**config.mk**
```make
export PLATFORM = sky130hd
export DESIGN_NAME = keypad_emulator
export DESIGN_NICKNAME = d
export VERILOG_FILES = /design/src/rtl/keypad_pkg.sv /design/src/rtl/keypad_emulator.sv
export SDC_FILE = /design/constraint.sdc
export NUM_CORES = 1
export LEC_CHECK = 0
export CORE_MARGIN = 2
export CORE_UTILIZATION = 53
export CTS_CLUSTER_DIAMETER = 30
export CTS_CLUSTER_SIZE = 25
export DETAILED_ROUTE_END_ITERATION = 10
export GPL_ROUTABILITY_DRIVEN = 0
export PLACE_DENSITY = 0.84
export SETUP_SLACK_MARGIN = 0.02
export SYNTH_ARGS = -nofsm -noshare
export SYNTH_HDL_FRONTEND = slang
export SYNTH_SLANG_ARGS = --single-unit
```
**constraint.sdc**
```tcl
create_clock -name clk -period 2.9 [get_ports clk]
set_clock_uncertainty 0.05 [all_clocks]
set_input_delay 0.58 -clock clk [delete_from_list [all_inputs] [get_ports clk]]
set_output_delay 0.58 -clock clk [all_outputs]
set_load 0.1 [all_outputs]
```
**src/rtl/keypad_pkg.sv**
```systemverilog
// Shared 3x4 keypad definitions: FSM states, key codes, and the code <-> row/column map
// used by both the emulator and the scanner's encode path.
package keypad_pkg;

    typedef enum logic [1:0] {
        IDLE  = 2'd0,
        PRESS = 2'd1,
        GAP   = 2'd2
    } state_t;

    localparam logic [7:0] KEY_0    = 8'h00;
    localparam logic [7:0] KEY_1    = 8'h01;
    localparam logic [7:0] KEY_2    = 8'h02;
    localparam logic [7:0] KEY_3    = 8'h03;
    localparam logic [7:0] KEY_4    = 8'h04;
    localparam logic [7:0] KEY_5    = 8'h05;
    localparam logic [7:0] KEY_6    = 8'h06;
    localparam logic [7:0] KEY_7    = 8'h07;
    localparam logic [7:0] KEY_8    = 8'h08;
    localparam logic [7:0] KEY_9    = 8'h09;
    localparam logic [7:0] KEY_STAR = 8'h0A;
    localparam logic [7:0] KEY_HASH = 8'h0B;
    localparam int         KEY_NUM  = 12;

    typedef struct packed {
        logic [1:0] row;   // index of the ROWS bit that selects this key
        logic [2:0] col;   // one-hot column driven onto COLS
    } key_tgt_t;

    typedef struct packed {
        logic     valid;
        key_tgt_t tgt;
    } key_dec_t;

    function automatic key_dec_t key_decode(input logic [7:0] code);
        key_dec_t d;
        d = '0;
        d.valid = 1'b1;
        case (code)
            KEY_1:    d.tgt = '{row: 2'd0, col: 3'b001};
            KEY_2:    d.tgt = '{row: 2'd0, col: 3'b010};
            KEY_3:    d.tgt = '{row: 2'd0, col: 3'b100};
            KEY_4:    d.tgt = '{row: 2'd1, col: 3'b001};
            KEY_5:    d.tgt = '{row: 2'd1, col: 3'b010};
            KEY_6:    d.tgt = '{row: 2'd1, col: 3'b100};
            KEY_7:    d.tgt = '{row: 2'd2, col: 3'b001};
            KEY_8:    d.tgt = '{row: 2'd2, col: 3'b010};
            KEY_9:    d.tgt = '{row: 2'd2, col: 3'b100};
            KEY_STAR: d.tgt = '{row: 2'd3, col: 3'b001};
            KEY_0:    d.tgt = '{row: 2'd3, col: 3'b010};
            KEY_HASH: d.tgt = '{row: 2'd3, col: 3'b100};
            default:  d = '0;
        endcase
        return d;
    endfunction

    // Reverse lookup for the scanner side; 0xFF when the row/column pair is not a key.
    function automatic logic [7:0] key_encode(input key_tgt_t tgt);
        logic [7:0] code;
        key_dec_t   d;
        code = 8'hFF;
        for (int i = 0; i < KEY_NUM; i++) begin
            d = key_decode(8'(i));
            if (d.valid && d.tgt == tgt) code = 8'(i);
        end
        return code;
    endfunction

endpackage

```
**src/rtl/keypad_emulator.sv**
```systemverilog
// Device side of a 3x4 matrix keypad: presses a loaded key for HOLD_CYCLES, then releases for GAP_CYCLES.
// Define KEYPAD_EMU_QUEUE_EN to add a one-entry pending buffer for loads that arrive while busy.
module keypad_emulator #(
    parameter int HOLD_CYCLES = 1000000,
    parameter int GAP_CYCLES  = 100000
) (
    input  logic       clk,
    input  logic       rst_n,
    input  logic [7:0] KEY_CODE,
    input  logic       KEY_LOAD,
    input  logic [3:0] ROWS,
    output logic [2:0] COLS,
    output logic       BUSY,
    output logic       DONE,
    output logic       KEY_ERR
);
    import keypad_pkg::*;

    localparam int CNT_MAX = (HOLD_CYCLES > GAP_CYCLES) ? HOLD_CYCLES : GAP_CYCLES;
    localparam int CNT_W   = (CNT_MAX > 1) ? $clog2(CNT_MAX) : 1;
    localparam logic [CNT_W-1:0] HOLD_LD = CNT_W'(HOLD_CYCLES - 1);
    localparam logic [CNT_W-1:0] GAP_LD  = CNT_W'(GAP_CYCLES - 1);

    state_t           state, state_nx;
    logic [CNT_W-1:0] cnt, cnt_nx;
    key_tgt_t         tgt, tgt_nx;
    logic             done_nx, err_nx;
    key_dec_t         dec;

`ifdef KEYPAD_EMU_QUEUE_EN
    logic     pend_vld, pend_vld_nx;
    key_tgt_t pend, pend_nx;
`endif

    assign dec  = key_decode(KEY_CODE);
    assign BUSY = (state != IDLE);

    // Target row is one-hot, so any non-one-hot ROWS pattern can never match.
    assign COLS = (state == PRESS && ROWS == (4'b0001 << tgt.row)) ? tgt.col : 3'b000;

    always_comb begin
        state_nx = state;
        cnt_nx   = cnt;
        tgt_nx   = tgt;
        done_nx  = 1'b0;
        err_nx   = 1'b0;
`ifdef KEYPAD_EMU_QUEUE_EN
        pend_vld_nx = pend_vld;
        pend_nx     = pend;
`endif
        case (state)
            IDLE: begin
                if (KEY_LOAD) begin
                    if (dec.valid) begin
                        state_nx = PRESS;
                        cnt_nx   = HOLD_LD;
                        tgt_nx   = dec.tgt;
                    end else begin
                        err_nx = 1'b1;
                    end
                end
            end
            PRESS: begin
                if (cnt == '0) begin
                    state_nx = GAP;
                    cnt_nx   = GAP_LD;
                end else begin
                    cnt_nx = cnt - 1'b1;
                end
            end
            GAP: begin
                if (cnt == '0) begin
                    state_nx = IDLE;
                    done_nx  = 1'b1;
                end else begin
                    cnt_nx = cnt - 1'b1;
                end
            end
            default: state_nx = IDLE;
        endcase
`ifdef KEYPAD_EMU_QUEUE_EN
        if (BUSY && KEY_LOAD) begin
            if (!dec.valid) begin
                err_nx = 1'b1;
            end else if (!pend_vld) begin
                pend_vld_nx = 1'b1;
                pend_nx     = dec.tgt;
            end
        end
        // A load landing on the last gap cycle chains straight into the next press too.
        if (state == GAP && cnt == '0 && pend_vld_nx) begin
            state_nx    = PRESS;
            cnt_nx      = HOLD_LD;
            tgt_nx      = pend_nx;
            pend_vld_nx = 1'b0;
        end
`endif
    end

    always_ff @(posedge clk) begin
        if (!rst_n) begin
            state   <= IDLE;
            cnt     <= '0;
            tgt     <= '0;
            DONE    <= 1'b0;
            KEY_ERR <= 1'b0;
`ifdef KEYPAD_EMU_QUEUE_EN
            pend_vld <= 1'b0;
            pend     <= '0;
`endif
        end else begin
            state   <= state_nx;
            cnt     <= cnt_nx;
            tgt     <= tgt_nx;
            DONE    <= done_nx;
            KEY_ERR <= err_nx;
`ifdef KEYPAD_EMU_QUEUE_EN
            pend_vld <= pend_vld_nx;
            pend     <= pend_nx;
`endif
        end
    end

endmodule

```
==> metrics, run 1 <==
status finished clean; Die ar. roughly 4000 um2; fin crit share between 90% and 100%; most common cell after layout, fill and taps aside o21ai_0; M1 GR Usage about a third; largest net degree at the start of global routing 21; FF-to-FF Start cnt[0]; hold slack around 0.42 ns; critical path launch point type input pin; drt via density ~6.0; Die Ht roughly 63 um; Hold Path Class register to register; sequential power share a little under half; setup slack, reg-to-reg 0.34 ns; met2 GRT Util about 39%; pre-CTS WS ~0.044 ns; pwr/cell area ~400 nW/um2; setup violators final 0; Antenna Nets Post-Route 0; Reg-to-Reg End cnt[11]; # Max-Cap Violations 0; Overall Global Routing Usage between 20 and 25%; slew of the pin with the lowest slew margin roughly 0.69 ns; hold path start cnt[9]; Clock Pin Slew Worst Setup and Hold Paths 0.10 ns; Peak VDD IR ~250 uV; vias in the first global route between 1.5k and 2k; final hold vios 0; Placeable Area 3337 um2; layout cell share with drive strength beyond 1 17.60%; Max Freq around 0.36 GHz; clock root cell clkbuf_4; CTS max path bufs 2; Detail Placement HPWL 3341 um; Synth cell types 55; routed len/inst approximately 14 um; initial antenna violation count 0; met3 Usage GRT about 4.7%; Initial Util 55.34%; P_int about 630 uW; Placement Rows 21; drt initial violations between 150 and 200; Detailed Routing Iterations Pass 1 4; syn nets 260; nature of the critical path endpoint output pin; unrepaired setup endpoints after global routing yes; via count 1872; EDFF count, synth 0; Async SR Flop Fraction 0%; min Tclk post-route between 2 and 3 ns; post-route insts no fill 313; # DRC 0; ANT cells 0; PortBufs 20; synth warn 0; commonest cells after routing, fill and taps aside o21ai_0, dfxtp_1, nor2_1; share of the yosys chip area belonging to registers around a third; Setup Buffers After CTS 0; sw frac between 30% and 40%; clk_lat worst skew roughly 0.34 ns; CTS tree yes; Hold Path Sink cnt[9]; syn avg cell area between 7 and 8 um2; busiest grt layer met2; clock share of power between 30% and 40%; WHS Path Cells 2; WL final about 4500 um; Final Max Tran Viols 0; Logic pwr share 22.5%; Worst Path Arrival about 2.2 ns; area grow syn2layout 22.43%; Leak ~0.83 nW; critical path peak fanout 3; I/O pin count 21; critical setup path kind input pin to output pin; first-pass GRT wire length between 7000 and 8000 um; Seq cells post-synth 29; Net Sw Power roughly 280 uW; clock sink count 29; CP Data Required Time about 2.3 ns; Mapped Cells 240; Rel. slew slack a little over half; FILL cells roughly 280; final worst slack approximately 0.11 ns; Worst Reg2Reg Path Length in Cells 9; area of the mapped netlist between 1500 and 2000 um2; gr ovfl total 0; Die X between 60 and 70 um; ys flop type dfxtp_1; fin nets between 200 and 300; CTS Buf Count 5; Placed Cells incl. Taps around 310; htree depth 2
-- area by class of cell --
type | count | area [um2] | share of cell area, %
repair buffers | 32 | 312.8 | 13.84
clock inverters | 1 | 5.005 | 0.2214
multi-input cells | 187 | 1199 | 53.02
inverters | 11 | 41.29 | 1.826
well taps | 46 | 57.56 | 2.546
clock buffers | 7 | 65.06 | 2.878
flip-flops and latches | 29 | 580.6 | 25.68
-- power groups by stage --
stage / registers, mW / clock network, mW / logic (mW)
2_1_floorplan: 0.428 / 0 / 0.130
5_1_grt: 0.417 / 0.312 / 0.227
3_5_place_dp: 0.425 / 0 / 0.202
4_1_cts: 0.415 / 0.294 / 0.202
6_report: 0.416 / 0.292 / 0.206
3_3_place_gp: 0.424 / 0 / 0.197
-- stage by stage --
stage / power [mW] / util (%) / setup TNS, ns / instance area, um2
after floorplan: 0.5585 / - / -0.5989 / 1847
after global placement: 0.6211 / 64.90 / 0 / 2166
after detailed placement: 0.6260 / 64.90 / 0 / 2166
after CTS: 0.9115 / 67.00 / 0 / 2236
after global routing: 0.9560 / 67.75 / -0.01657 / 2261
final: 0.9139 / 67.75 / 0 / 2261
-- worst max path at each step --
stage | startpoint | to
2_1_floorplan | ROWS[2] | COLS[0]
4_1_cts | ROWS[2] | COLS[0]
6_report | ROWS[3] | COLS[0]
5_1_grt | ROWS[2] | COLS[1]
3_5_place_dp | ROWS[2] | COLS[0]
3_3_place_gp | ROWS[2] | COLS[1]
-- per-layer routing --
metal	vias up	routed length (um)	part of all wire, %
met1	882	2045	45
met2	45	2109	47
li1	938	-	-
met4	0	64	1.4
met5	-	0	0
met3	7	277	6.2
-- sequential cells by signal, summed over array words and instances, names as in the netlist --
register,flops
DONE,1
KEY_ERR,1
state,2
tgt,5
cnt,20
-- what timing repair did --
action / 4_1_cts / 5_1_grt
hold buffers: 0 / 0
gates resized for setup: 0 / 8
endpoints found under the setup margin: 0 / 3
-- Yosys cell counts, types with 4 or more instances --
library cell  instances  share of area, %
clkbuf_1             11               2.2
a21oi_1              10               2.7
nand2_1              17               3.5
nor3_1               13               3.5
nor4_1                4               1.4
o21ai_0              32               8.7
a32o_1                6               3.3
nand3_1              11               3.0
ha_1                  5               3.4
dfxtp_1              29                31
nor2_1               28               5.7
inv_1                11               2.2
-- worst max-delay path, stage by stage --
cell             delay (ns)
clkdlybuf4s50_1        0.53
and3b_1                0.16
o21ai_0                0.08
o21a_1                 0.17
o21ai_1                0.15
nand2_2                0.14
nor2_2                 0.15
buf_12                 0.19
-- cell families (layout without fill, tap and decap cells) --
group                    count (synthesis)  count (layout)  synth area share, %
adder cells (fa/ha/maj)                  6               6                3.930
AND/OR/NAND/NOR                        103             103                31.23
flip-flops                              29              29                31.44
AO/OA/AOI/OAI                           73              73                25.47
multiplexers                             3               3                1.626
buffers and inverters                   24              51                5.352
XOR/XNOR                                 2               2               0.9487
Power figures use the tool's default switching activity.
==> inputs of run 2 (changes only) <==
- CTS_CLUSTER_SIZE: 25 -> 16
- DONT_BUFFER_PORTS: not set -> 1
- GPL_TIMING_DRIVEN: not set -> 0
- PLACE_DENSITY: 0.84 -> 0.76
==> run 2 against run 1 <==
Effect of this change: the flow now finishes with violations (negative setup slack); sequential cell count is the same; hold slack lost 0.078 ns; global-route usage shrank 1.9 points; power shrank 10%; via count shrank 5.6%; sequential power grew 1%; final area shrank 13%; sequential share of layout area grew 3.9 points; critical endpoint is now COLS[2]; highest routed layer unchanged.
==> metrics, run 2 (synthesized netlist as in run 1, its figures left out) <==
setup slack, reg-to-reg 0.28 ns (-0.06 ns); gr ovfl total 0 (unchanged); most frequent CP cell o21ai_0; crit path buf inv count 0 (-2); drt via density 6.010 (+0.49%); final worst slack -0.06928 ns (-0.1803 ns); Hold Path Sink KEY_ERR; Die X 63.03 um (unchanged); Leak 0.6755 nW (-19%); delay-heaviest family, CP simple AND/OR/NAND/NOR gates; failing checks negative setup slack; setup violators final 3 (+3); Worst Path Arrival 2.34 ns (+0.18 ns); clock sink count 29 (unchanged); slew of the pin with the lowest slew margin 1.063 ns (+0.3734 ns); post-route insts no fill 294 (-6.1%); hold slack 0.3442 ns (-0.07802 ns); Die ar. 3973 um2 (unchanged); CTS Buf Count 5 (unchanged); ANT cells 0 (unchanged); first-pass GRT wire length 7217 um (-8.3%); status finished with violations; Antenna Nets Post-Route 0 (unchanged); Rel. slew slack 29.05% (-25 points); critical setup path kind register to output pin; critical path peak fanout 5 (+2); clk_lat worst skew 0.33 ns (about the same); fin crit share 102.4% (+6.2 points); most common cell after layout, fill and taps aside o21ai_0; CP Data Required Time 2.27 ns (about the same); fin util 58.87% (-8.9 points); # Max-Cap Violations 0 (unchanged); pwr/cell area 417.5 nW/um2 (+3.3%); Largest register FFs 20 (unchanged); nature of the critical path endpoint output pin; largest net degree at the start of global routing 11 (-48%); Placed Cells incl. Taps 286 (-6.2%); Worst Reg2Reg Path Length in Cells 10 (+1); CTS max path bufs 2 (unchanged); Tot Pwr 820.2 uW (-10%); PortBufs 0 (-100%); # hold bufs at CTS 0 (unchanged); I/O pin count 21 (unchanged); Largest Register cnt; min Tclk post-route 2.969 ns (+0.1803 ns); Placement Rows 21 (unchanged); initial antenna violation count 0 (unchanged); FF-to-FF Start cnt[0]; worst-path cell with the longest stage delay nor2_2; clock root cell clkbuf_4; Clock Pin Slew Worst Setup and Hold Paths 0.09 ns (about the same); vias in the first global route 1592 (-11%); critical path launch point type register; CP max stage delay 0.84 ns (+0.31 ns); CTS tree yes; setup tns final -0.2038 ns (-0.2038 ns); Detail Placement HPWL 3049 um (-8.7%); Initial Util 55.34% (unchanged); layout cell share with drive strength beyond 1 10.08% (-7.5 points); via count 1767 (-5.6%); final hold vios 0 (unchanged); area grow syn2layout 6.368%; largest registers cnt x20, tgt x5, state x2; Setup Buffers After CTS 0 (unchanged); Die Ht 63.03 um (unchanged); Peak VDD IR 256.3 uV (+1.9%); Reg-to-Reg End cnt[11]; Max Freq 0.3368 GHz (-6.1%); Detailed Routing Iterations Pass 1 4 (unchanged); Placeable Area 3337 um2 (unchanged); unrepaired setup endpoints after global routing yes; commonest cells after routing, fill and taps aside o21ai_0, dfxtp_1, nor2_1; fin nets 267 (-6.6%); Hold Path Class input pin to register; WHS Path Cells 2 (unchanged); Overall Global Routing Usage 22.50% (-1.9 points); htree depth 2 (unchanged); # DRC 0 (unchanged); drt initial violations 110 (-35%); Final Max Tran Viols 0 (unchanged); hold path start KEY_LOAD; routed len/inst 14.37 um (about the same); WL final 4226 um (-6.0%); worst-path cell chain nor3b_1 > o21ai_0 > o21a_1 > o21ai_0 > nand2_1 > nor2_2
==> run 2: cell count changes in the layout (fill, tap and decap cells not counted), moves of 2 or more <==
cell,delta
buf_4,-15
clkbuf_1,+14
clkdlybuf4s50_1,-14
buf_12,-3
clkbuf_8,-2
==> run 2: worst reg2reg max path, cell delays in order, from the launching register on <==
cell      delay (ns)
dfxtp_1         0.35
inv_1           0.06
ha_1            0.20
nor4b_2         0.50
and3_1          0.25
clkbuf_1        0.29
a311oi_1        0.17
buf_2           0.22
nor2_1          0.24
o21ai_0         0.13
o41ai_1         0.07
==> run 2: timing repair <==
item	in CTS	in global routing
endpoints found under the hold margin	0	0
endpoints found under the setup margin	3	17
gates resized for setup	0	1
==> run 2: power by group <==
| part | total (mW) | internal (mW) | leakage, nW | switching [mW] |
|---|---|---|---|---|
| clock network | 0.236 | 0.0965 | 0.0265 | 0.139 |
| logic | 0.163 | 0.0591 | 0.414 | 0.104 |
| registers | 0.421 | 0.406 | 0.235 | 0.0151 |
| total | 0.820 | 0.562 | 0.676 | 0.258 |
==> run 2: area by class of cell <==
class | count | area, um2
fill | 336 | 1373
multi-input combinational | 187 | 1175
sequential | 29 | 580.6
buffer | 13 | 57.56
tap | 46 | 57.56
clock buffer | 8 | 48.80
inverter | 11 | 45.04
==> run 2: worst max path at each step <==
stage               to     from  depth (start not counted)  slack (ns)
2_1_floorplan  COLS[0]  ROWS[2]                          6       -0.20
3_3_place_gp   COLS[2]  ROWS[2]                          6       -0.38
3_5_place_dp   COLS[2]  ROWS[2]                          6        0.03
4_1_cts        COLS[2]   tgt[3]                          6       -0.08
6_report       COLS[2]   tgt[3]                          6       -0.07
5_1_grt        COLS[0]   tgt[3]                          6       -0.24
==> run 2: stage by stage <==
step	cell area, um2	setup WS [ns]
after global routing	1964	-0.2403
after global placement	1904	-0.3821
after detailed placement	1912	0.03408
final	1964	-0.06928
after floorplan	1847	-0.1996
after CTS	1961	-0.08404
==> run 2: routing by layer <==
metal | wire, um | track usage (%) | vias up
li1 | - | - | 901
met1 | 2116 | 32.11 | 806
met2 | 1784 | 33.24 | 55
met3 | 272 | 4.324 | 5
met4 | 53 | 8.611 | 0
met5 | 0 | 0 | -
==> inputs of run 3 (changes only) <==
- GPL_ROUTABILITY_DRIVEN: 0 -> not set
- clock period: 2.9 -> 3.7 ns (I/O delays scaled with it)
==> run 3 against run 2 <==
Effect of this change: the run now ends clean; first-iteration DRC count is the same; non-clock buffer count is the same; utilization shrank 0.11 points; clock-buffer cell count is the same; final area shrank 0.19%; sequential share of layout area grew 0.057 points; die area is the same; sequential power shrank 22%; worst setup slack gained 0.60 ns; hold slack gained 0.078 ns; critical path depth is the same; highest routed layer unchanged.
==> metrics, run 3 (synthesized netlist as in run 1, its figures left out) <==
Rel. slew slack 29.05% (about the same); initial antenna violation count 0 (unchanged); worst-path cell with the longest stage delay nor2_2; Setup Buffers After CTS 0 (unchanged); ANT cells 0 (unchanged); min Tclk post-route about 3.2 ns; Tot Pwr 642.7 uW (-22%); CTS max path bufs 2 (unchanged); nature of the critical path endpoint output pin; Clock Pin Slew Worst Setup and Hold Paths 0.09 ns (about the same); first-pass GRT wire length 7217 um (unchanged); most common cell after layout, fill and taps aside o21ai_0; Peak VDD IR 200.9 uV (-22%); # hold bufs at CTS 0 (unchanged); status finished clean; pre-CTS WS 0.5141 ns (+0.4800 ns); fin crit share about 86%; worst-path cell chain nor3_1 > nand3_1 > o21a_1 > o21ai_0 > nand2_1 > nor2_2; gr ovfl total 0 (unchanged); Placeable Area 3337 um2 (unchanged); htree depth 2 (unchanged); post-route insts no fill 294 (unchanged); pwr/cell area 327.8 nW/um2 (-21%); critical path peak fanout 3 (-2); setup violators final 0 (-3); Overall Global Routing Usage 22.50% (unchanged); Die ar. 3973 um2 (unchanged); # DRC 0 (unchanged); Largest Register cnt; area occupied by multi-input gates 1175 um2 (unchanged); Worst Path Arrival 2.38 ns (+0.04 ns); critical setup path kind input pin to output pin; CTS Buf Count 5 (unchanged); unrepaired setup endpoints after global routing no; Area after DPL 1912 um2 (unchanged); clk_lat worst skew 0.33 ns (about the same); fin nets 267 (unchanged); FILL cells 338 (+0.60%); Leak 0.6856 nW (+1.5%); Die Ht 63.03 um (unchanged); final worst slack 0.5264 ns (+0.5957 ns); final instance area 1961 um2 (-0.19%); Antenna Nets Post-Route 0 (unchanged); layout cell share with drive strength beyond 1 9.677% (-0.40 points); commonest cells after routing, fill and taps aside o21ai_0, dfxtp_1, nor2_1; area grow syn2layout 6.165%; CP max stage delay 0.84 ns (about the same); critical path launch point type input pin; Hold Path Class register to register; routed len/inst 14.41 um (+0.26%); setup tns final 0 ns (+0.2038 ns); Initial Util 55.34% (unchanged); largest net degree at the start of global routing 11 (unchanged); largest registers cnt x20, tgt x5, state x2; Placement Rows 21 (unchanged); Final Max Tran Viols 0 (unchanged); slew of the pin with the lowest slew margin 1.063 ns (-0.00001556 ns); drt initial violations 110 (unchanged); CP Data Required Time 2.91 ns (+0.64 ns); via count 1765 (-0.11%); Detailed Routing Iterations Pass 1 5 (+1); vias in the first global route 1592 (unchanged); clock root cell clkbuf_4; Largest register FFs 20 (unchanged); final hold vios 0 (unchanged); I/O pin count 21 (unchanged); Final Wtd Congestion about 0.86; Die X 63.03 um (unchanged); # Max-Cap Violations 0 (unchanged); drt via density 6.003 (-0.11%); Max Freq 0.3151 GHz; PortBufs 0 (unchanged); Detail Placement HPWL 3049 um (unchanged); clock sink count 29 (unchanged); WL final 4237 um (+0.26%); Placed Cells incl. Taps 286 (unchanged); CTS tree yes; Register Area 580.6 um2 (unchanged); post-CTS resize count 0 (unchanged)
-- run 3: cell count changes in the layout (fill, tap and decap cells not counted), sizes merged --
cell,before,now
clkinvlp,1,0
inv,10,11
-- run 3: worst paths after layout --
path / from / end / slack, ns / cells past startpoint
max: ROWS[2] / COLS[2] / 0.53 / 6
min: cnt[9] / cnt[9] / 0.42 / 2
max reg2reg: state[0] / cnt[11] / 0.83 / 8
min reg2reg: cnt[9] / cnt[9] / 0.42 / 2
-- run 3: per-layer routing --
metal / GRT usage, % / wire length, um / up-vias
li1: - / - / 901
met4: 8.611 / 53 / 0
met2: 33.24 / 1785 / 54
met1: 32.11 / 2129 / 805
met5: 0 / 0 / -
met3: 4.324 / 269 / 5
-- run 3: worst max-delay path, delay by kind of cell --
| family | cells | cell delay, ns |
|---|---|---|
| compound gates | 2 | 0.29 |
| simple gates | 4 | 1.35 |
-- run 3: where the power goes --
group	switching [mW]	internal [mW]
clock	0.109	0.0756
combinational	0.0813	0.0462
sequential	0.0118	0.319
total	0.202	0.440
-- run 3: area by class of cell --
type	count	area share [%]
Buffer	13	2.936
Sequential cell	29	29.61
Inverter	11	2.106
Clock buffer	8	2.489
Multi-Input combinational cell	187	59.92
Tap cell	46	2.936
-- run 3: stage by stage --
step | util, % | hold slack [ns]
CTS | 58.76 | 0.4177
finish | 58.76 | 0.4217
floorplan | - | 0.3774
global placement | 57.07 | 0.3919
global route | 58.76 | 0.4523
detailed placement | 57.29 | 0.4046
==> edit 1: new RTL, config.mk and constraints of run 1 <==
Build with the macro `KEYPAD_EMU_QUEUE_EN` defined.
--- a/src/rtl/keypad_emulator.sv
+++ b/src/rtl/keypad_emulator.sv
@@ -1,5 +1,7 @@
 // Device side of a 3x4 matrix keypad: presses a loaded key for HOLD_CYCLES, then releases for GAP_CYCLES.
 // Define KEYPAD_EMU_QUEUE_EN to add a one-entry pending buffer for loads that arrive while busy.
+`define KEYPAD_EMU_QUEUE_EN
+
 module keypad_emulator #(
     parameter int HOLD_CYCLES = 1000000,
     parameter int GAP_CYCLES  = 100000
Function: changed (a bounded check fails within 4 cycles, from zero or initial values and one cycle with rst_n low).
==> edit 1 against run 1 <==
  * Total power rose by 24%
  * Routed wire length rose by 34%
  * Design area rose by 17%
  * Worst setup slack improved by 0.030 ns
  * Clock power rose by 35%
  * Register-to-register slack improved by 0.06 ns
  * Sequential cell count rose by 6
  * Area after synthesis rose by 19%
==> edit 1: results (changes against run 1) <==
[status]
status=completed

[yosys]
yosys-top-cells-count=dfxtp_1 (35), nand2_1 (30), nor2_1 (27)
synth_compound_area_share_pct=25.0  ; -0.47 points
synthXorXnorAreaFrac_pct=0.795  ; -0.15 points
synth_fa_ha_area_share_pct=3.86  ; -0.066 points
synth_seq_area_share_pct=31.8  ; +0.38 points
synth.mux.area_fraction_pct=2.33  ; +0.70 points
synth_area_leaders=dfxtp_1 (32%), nand2_1 (5.1%), a21oi_1 (5.0%)
syn_nets=311  ; +20%
synth_cell_types=60  ; +9.1%
avgSynthCellArea_um2=7.59  ; -1.3%

[placement]
place_area_um2=2530  ; +17%
place_inst=362  ; +19%
place_ws_ns=0.0706  ; +0.0270 ns
dp_hpwl_mm=4.31  ; +29%

[drt]
first_pass_iters=7  ; +3
drtIter0Drc=261  ; +55%
routed_wl_mm=6.01  ; +34%
vias=2352  ; +26%
wl_per_cell_um=16.2  ; +13%

[worst_hold_path]
min_from=cnt[17]
hold_path_end=cnt[17]
worstHoldPathType=flip-flop to flip-flop
hold_path_depth=2  ; unchanged

[worst_setup_path]
arrival_ns=2.13  ; -0.03 ns
cp_slowest_stage_delay_ns=0.49  ; -0.04 ns
critPathSlowestCell=clkdlybuf4s50_1
r2r_cells=6  ; -3
r2r_start=cnt[10]
reg2reg_setup_slack_ns=0.40  ; +0.06 ns
r2r_end=cnt[18]

[clocking]
cts_inserted_buffers=5  ; unchanged
root_buffer=clkbuf_8
ctsResizeCount=0  ; unchanged
clk_latency_ns=0.29  ; -0.05 ns
clk_pin_slew_worst_paths_ns=0.07  ; -0.03 ns
cts.htree.levels=2  ; unchanged

[finish]
fillerInstances=332  ; +18%
drive_above_1_share_pct=14.1  ; -3.5 points
top_regs=cnt (20), pend (5), tgt (5)
fin_nets=340  ; +19%

[power]
vdd_drop_max_uv=260  ; +3.3%
p_leak_nw=1.12  ; +34%
switching_power_mw=0.329  ; +17%

[sta]
hold_ws_ns=0.443  ; +0.0209 ns
max_slew_margin_pct=57.8  ; +3.9 points

[global_routing]
grt_usage_pct=27.2  ; +2.8 points
grt_first_pass_wirelength_mm=9.49  ; +21%
grt_pass1_vias=2044  ; +15%

==> edit 1: cell type report <==
cell class              count  area (um^2)  area share (%)
clock buffers               8          100            3.79
repair buffers             34          328            12.4
multi-input cells         231         1400            53.2
flip-flops and latches     35          701            26.5
inverters                  12         45.0            1.71
well taps                  50         62.6            2.37
==> edit 1: power groups by stage <==
stage / clock network [mW] / registers [mW] / logic (mW)
2_1_floorplan: 0 / 0.514 / 0.153
3_3_place_gp: 0 / 0.511 / 0.227
3_5_place_dp: 0 / 0.512 / 0.229
4_1_cts: 0.396 / 0.501 / 0.233
5_1_grt: 0.416 / 0.502 / 0.259
6_report: 0.393 / 0.501 / 0.239
==> edit 1: worst max-delay path by stage <==
stage | startpoint | end | slack, ns | cells after the start
final | ROWS[2] | COLS[0] | 0.14 | 8
after global routing | ROWS[2] | COLS[0] | 0.03 | 8
after CTS | ROWS[2] | COLS[2] | 0.06 | 8
after detailed placement | ROWS[2] | COLS[2] | 0.07 | 8
after global placement | ROWS[2] | COLS[1] | 0.14 | 8
after floorplan | ROWS[2] | COLS[0] | -0.20 | 6
==> edit 1: cell families after synthesis <==
kind of cell / count (synthesis)
AND/OR/NAND/NOR: 132
AO/OA/AOI/OAI: 85
flip-flops: 35
buffers and inverters: 24
adder cells (fa/ha/maj): 7
multiplexers: 5
XOR/XNOR: 2
==> edit 1: worst register-to-register path, stage by stage, from the launching register on <==
cell,delay (ns)
dfxtp_1,0.39
or4_4,0.58
or3_4,0.42
nor4_2,0.31
or2_1,0.36
nand2_2,0.14
o22ai_1,0.18
==> edit 1: layer usage <==
layer | share of wire, % | GRT usage, %
met5 | 0 | 0
met1 | 44 | 36.5
met4 | 2.5 | 12.8
met2 | 46 | 41.1
met3 | 7.6 | 6.09
==> edit 2: new RTL, flow settings as in run 1 <==
Without the edit above. The 3 states of `state_t` get a one-hot encoding in 3 bits.
--- a/src/rtl/keypad_pkg.sv
+++ b/src/rtl/keypad_pkg.sv
@@ -2,10 +2,10 @@
 // used by both the emulator and the scanner's encode path.
 package keypad_pkg;
 
-    typedef enum logic [1:0] {
-        IDLE  = 2'd0,
-        PRESS = 2'd1,
-        GAP   = 2'd2
+    typedef enum logic [2:0] {
+        IDLE  = 3'b001,
+        PRESS = 3'b010,
+        GAP   = 3'b100
     } state_t;
 
     localparam logic [7:0] KEY_0    = 8'h00;
Check against the original RTL: same outputs for any inputs over 10 cycles, from zero or initial values and one cycle with rst_n low; not proved beyond that.
==> edit 2 against run 1 <==
  * Register-to-register slack improved by 0.08 ns
  * Critical path type is now flip-flop to primary output
  * Highest routed layer unchanged
  * Total power decreased by 2.1%
  * Utilization decreased by 1.4 points
  * Cell count unchanged
  * Design area decreased by 1.3%
  * Routed wire length increased by 7.9%
  * Combinational power decreased by 25%
  * Sequential share of layout area increased by 1.2 points
  * Largest power group unchanged
  * Area after synthesis increased by 1.9%
  * Worst setup slack improved by 0.091 ns
  * Largest cell class unchanged
  * Sequential cell count increased by 1
==> edit 2: results (changes against run 1) <==
[status]
status=completed

[global_routing]
grt_first_pass_wirelength_mm=8.05  ; +2.3%
grt_antenna_before_repair=0  ; unchanged
grt_pass1_vias=1768  ; -0.95%
grt_usage_pct=25.2  ; +0.77 points

[sta]
slew_viol_final=0  ; unchanged
max_slew_margin_pct=49.5  ; -4.3 points

[yosys]
synth_cell_types=55  ; unchanged
synth_fa_ha_area_share_pct=1.20  ; -2.7 points
synth_area_leaders=dfxtp_1 (32%), nand2_1 (6.2%), a21oi_1 (5.6%)
avgSynthCellArea_um2=7.65  ; -0.59%
synth_seq_area_share_pct=31.9  ; +0.48 points
synth_compound_area_share_pct=30.9  ; +5.4 points
syn_nets=262  ; +0.77%
synthXorXnorAreaFrac_pct=0.465  ; -0.48 points
yosys-top-cells-count=nand2_1 (31), dfxtp_1 (30), a21oi_1 (21)
synth.mux.area_fraction_pct=0  ; -1.6 points

[finish]
n_antenna_cell=0  ; unchanged
fin_nets=282  ; -1.4%
drive_above_1_share_pct=12.7  ; -4.9 points
top_regs=cnt (20), tgt (5), state (3)

[drt]
m1WireLength_mm=2.17  ; +6.1%
wl_met3_um=410  ; +48%
routed_wl_mm=4.85  ; +7.9%
wl_met2_mm=2.19  ; +3.6%
vias=2002  ; +6.9%
first_pass_iters=6  ; +2
drtIter0Drc=354  ; +110%
viasPerCell=6.40  ; +6.9%

[worst_setup_path]
arrival_ns=2.07  ; -0.09 ns
reg2reg_setup_slack_ns=0.42  ; +0.08 ns
r2r_start=cnt[1]
critPathLaunch=state[1]
critical_path.max_fanout=6  ; +3

[clocking]
clk_pin_slew_worst_paths_ns=0.10  ; about the same
cts_inserted_buffers=5  ; unchanged

[worst_hold_path]
min_from=tgt[1]

[placement]
dp_hpwl_mm=3.44  ; +2.8%

[power]
p_leak_nw=0.866  ; +3.8%
vdd_drop_max_uv=191  ; -24%

## edit 2: changes by cell type in the layout (fill, tap and decap cells not counted), moves of 6 or more
| cell | run 1 | this run |
|---|---|---|
| a21oi_1 | 10 | 21 |
| a32o_1 | 6 | 0 |
| o21ai_0 | 31 | 8 |
| a31oi_1 | 2 | 9 |
| nor2_1 | 25 | 17 |
| nand2_1 | 16 | 31 |
## edit 2: path summary, 6_finish.rpt
| path | end | cells past startpoint |
|---|---|---|
| min | tgt[1] | 2 |
| max reg2reg | cnt[3] | 8 |
| max | COLS[0] | 5 |
| min reg2reg | tgt[1] | 2 |
## edit 2: area by class of cell
cell class | count | area [um^2]
fill | 297 | 1130
tap | 46 | 57.6
multi-input combinational | 188 | 1160
inverter | 11 | 41.3
sequential | 30 | 601
timing repair buffer | 30 | 298
clock buffer | 8 | 78.8
## edit 2: logic make-up after synthesis
family	count (synthesis)
fa+ha+maj	2
xor+xnor	1
simple gates	102
compound gates	83
flops	30
buf+inv	28
## edit 2: per-layer routing
layer  vias to the layer above  track usage (%)
met5                         -                0
met4                         0             11.7
met3                        16             5.18
met2                        96             38.7
met1                       919             33.7
li1                        971                -
## edit 2: stage by stage
stage | setup TNS [ns] | cell area [um^2] | utilization, % | hold WS (ns) | worst slack [ns]
2_1_floorplan | -0.0430 | 1880 | - | 0.382 | -0.0143
3_3_place_gp | 0 | 2150 | 64.0 | 0.393 | 0.202
3_5_place_dp | 0 | 2150 | 64.0 | 0.400 | 0.106
4_1_cts | 0 | 2230 | 66.4 | 0.415 | 0.240
5_1_grt | 0 | 2230 | 66.4 | 0.450 | 0.0860
6_report | 0 | 2230 | 66.4 | 0.417 | 0.202
## edit 2: critical path, stage by stage (launching register included)
cell	delay, ns
dfxtp_1	0.44
nand2b_1	0.14
nor2_1	0.36
o2111ai_1	0.30
nor2_1	0.28
buf_12	0.21
## edit 2: report_power, final
part           internal [mW]  switching [mW]
Combinational         0.0650          0.0892
Clock                  0.166           0.153
Sequential             0.417         0.00538
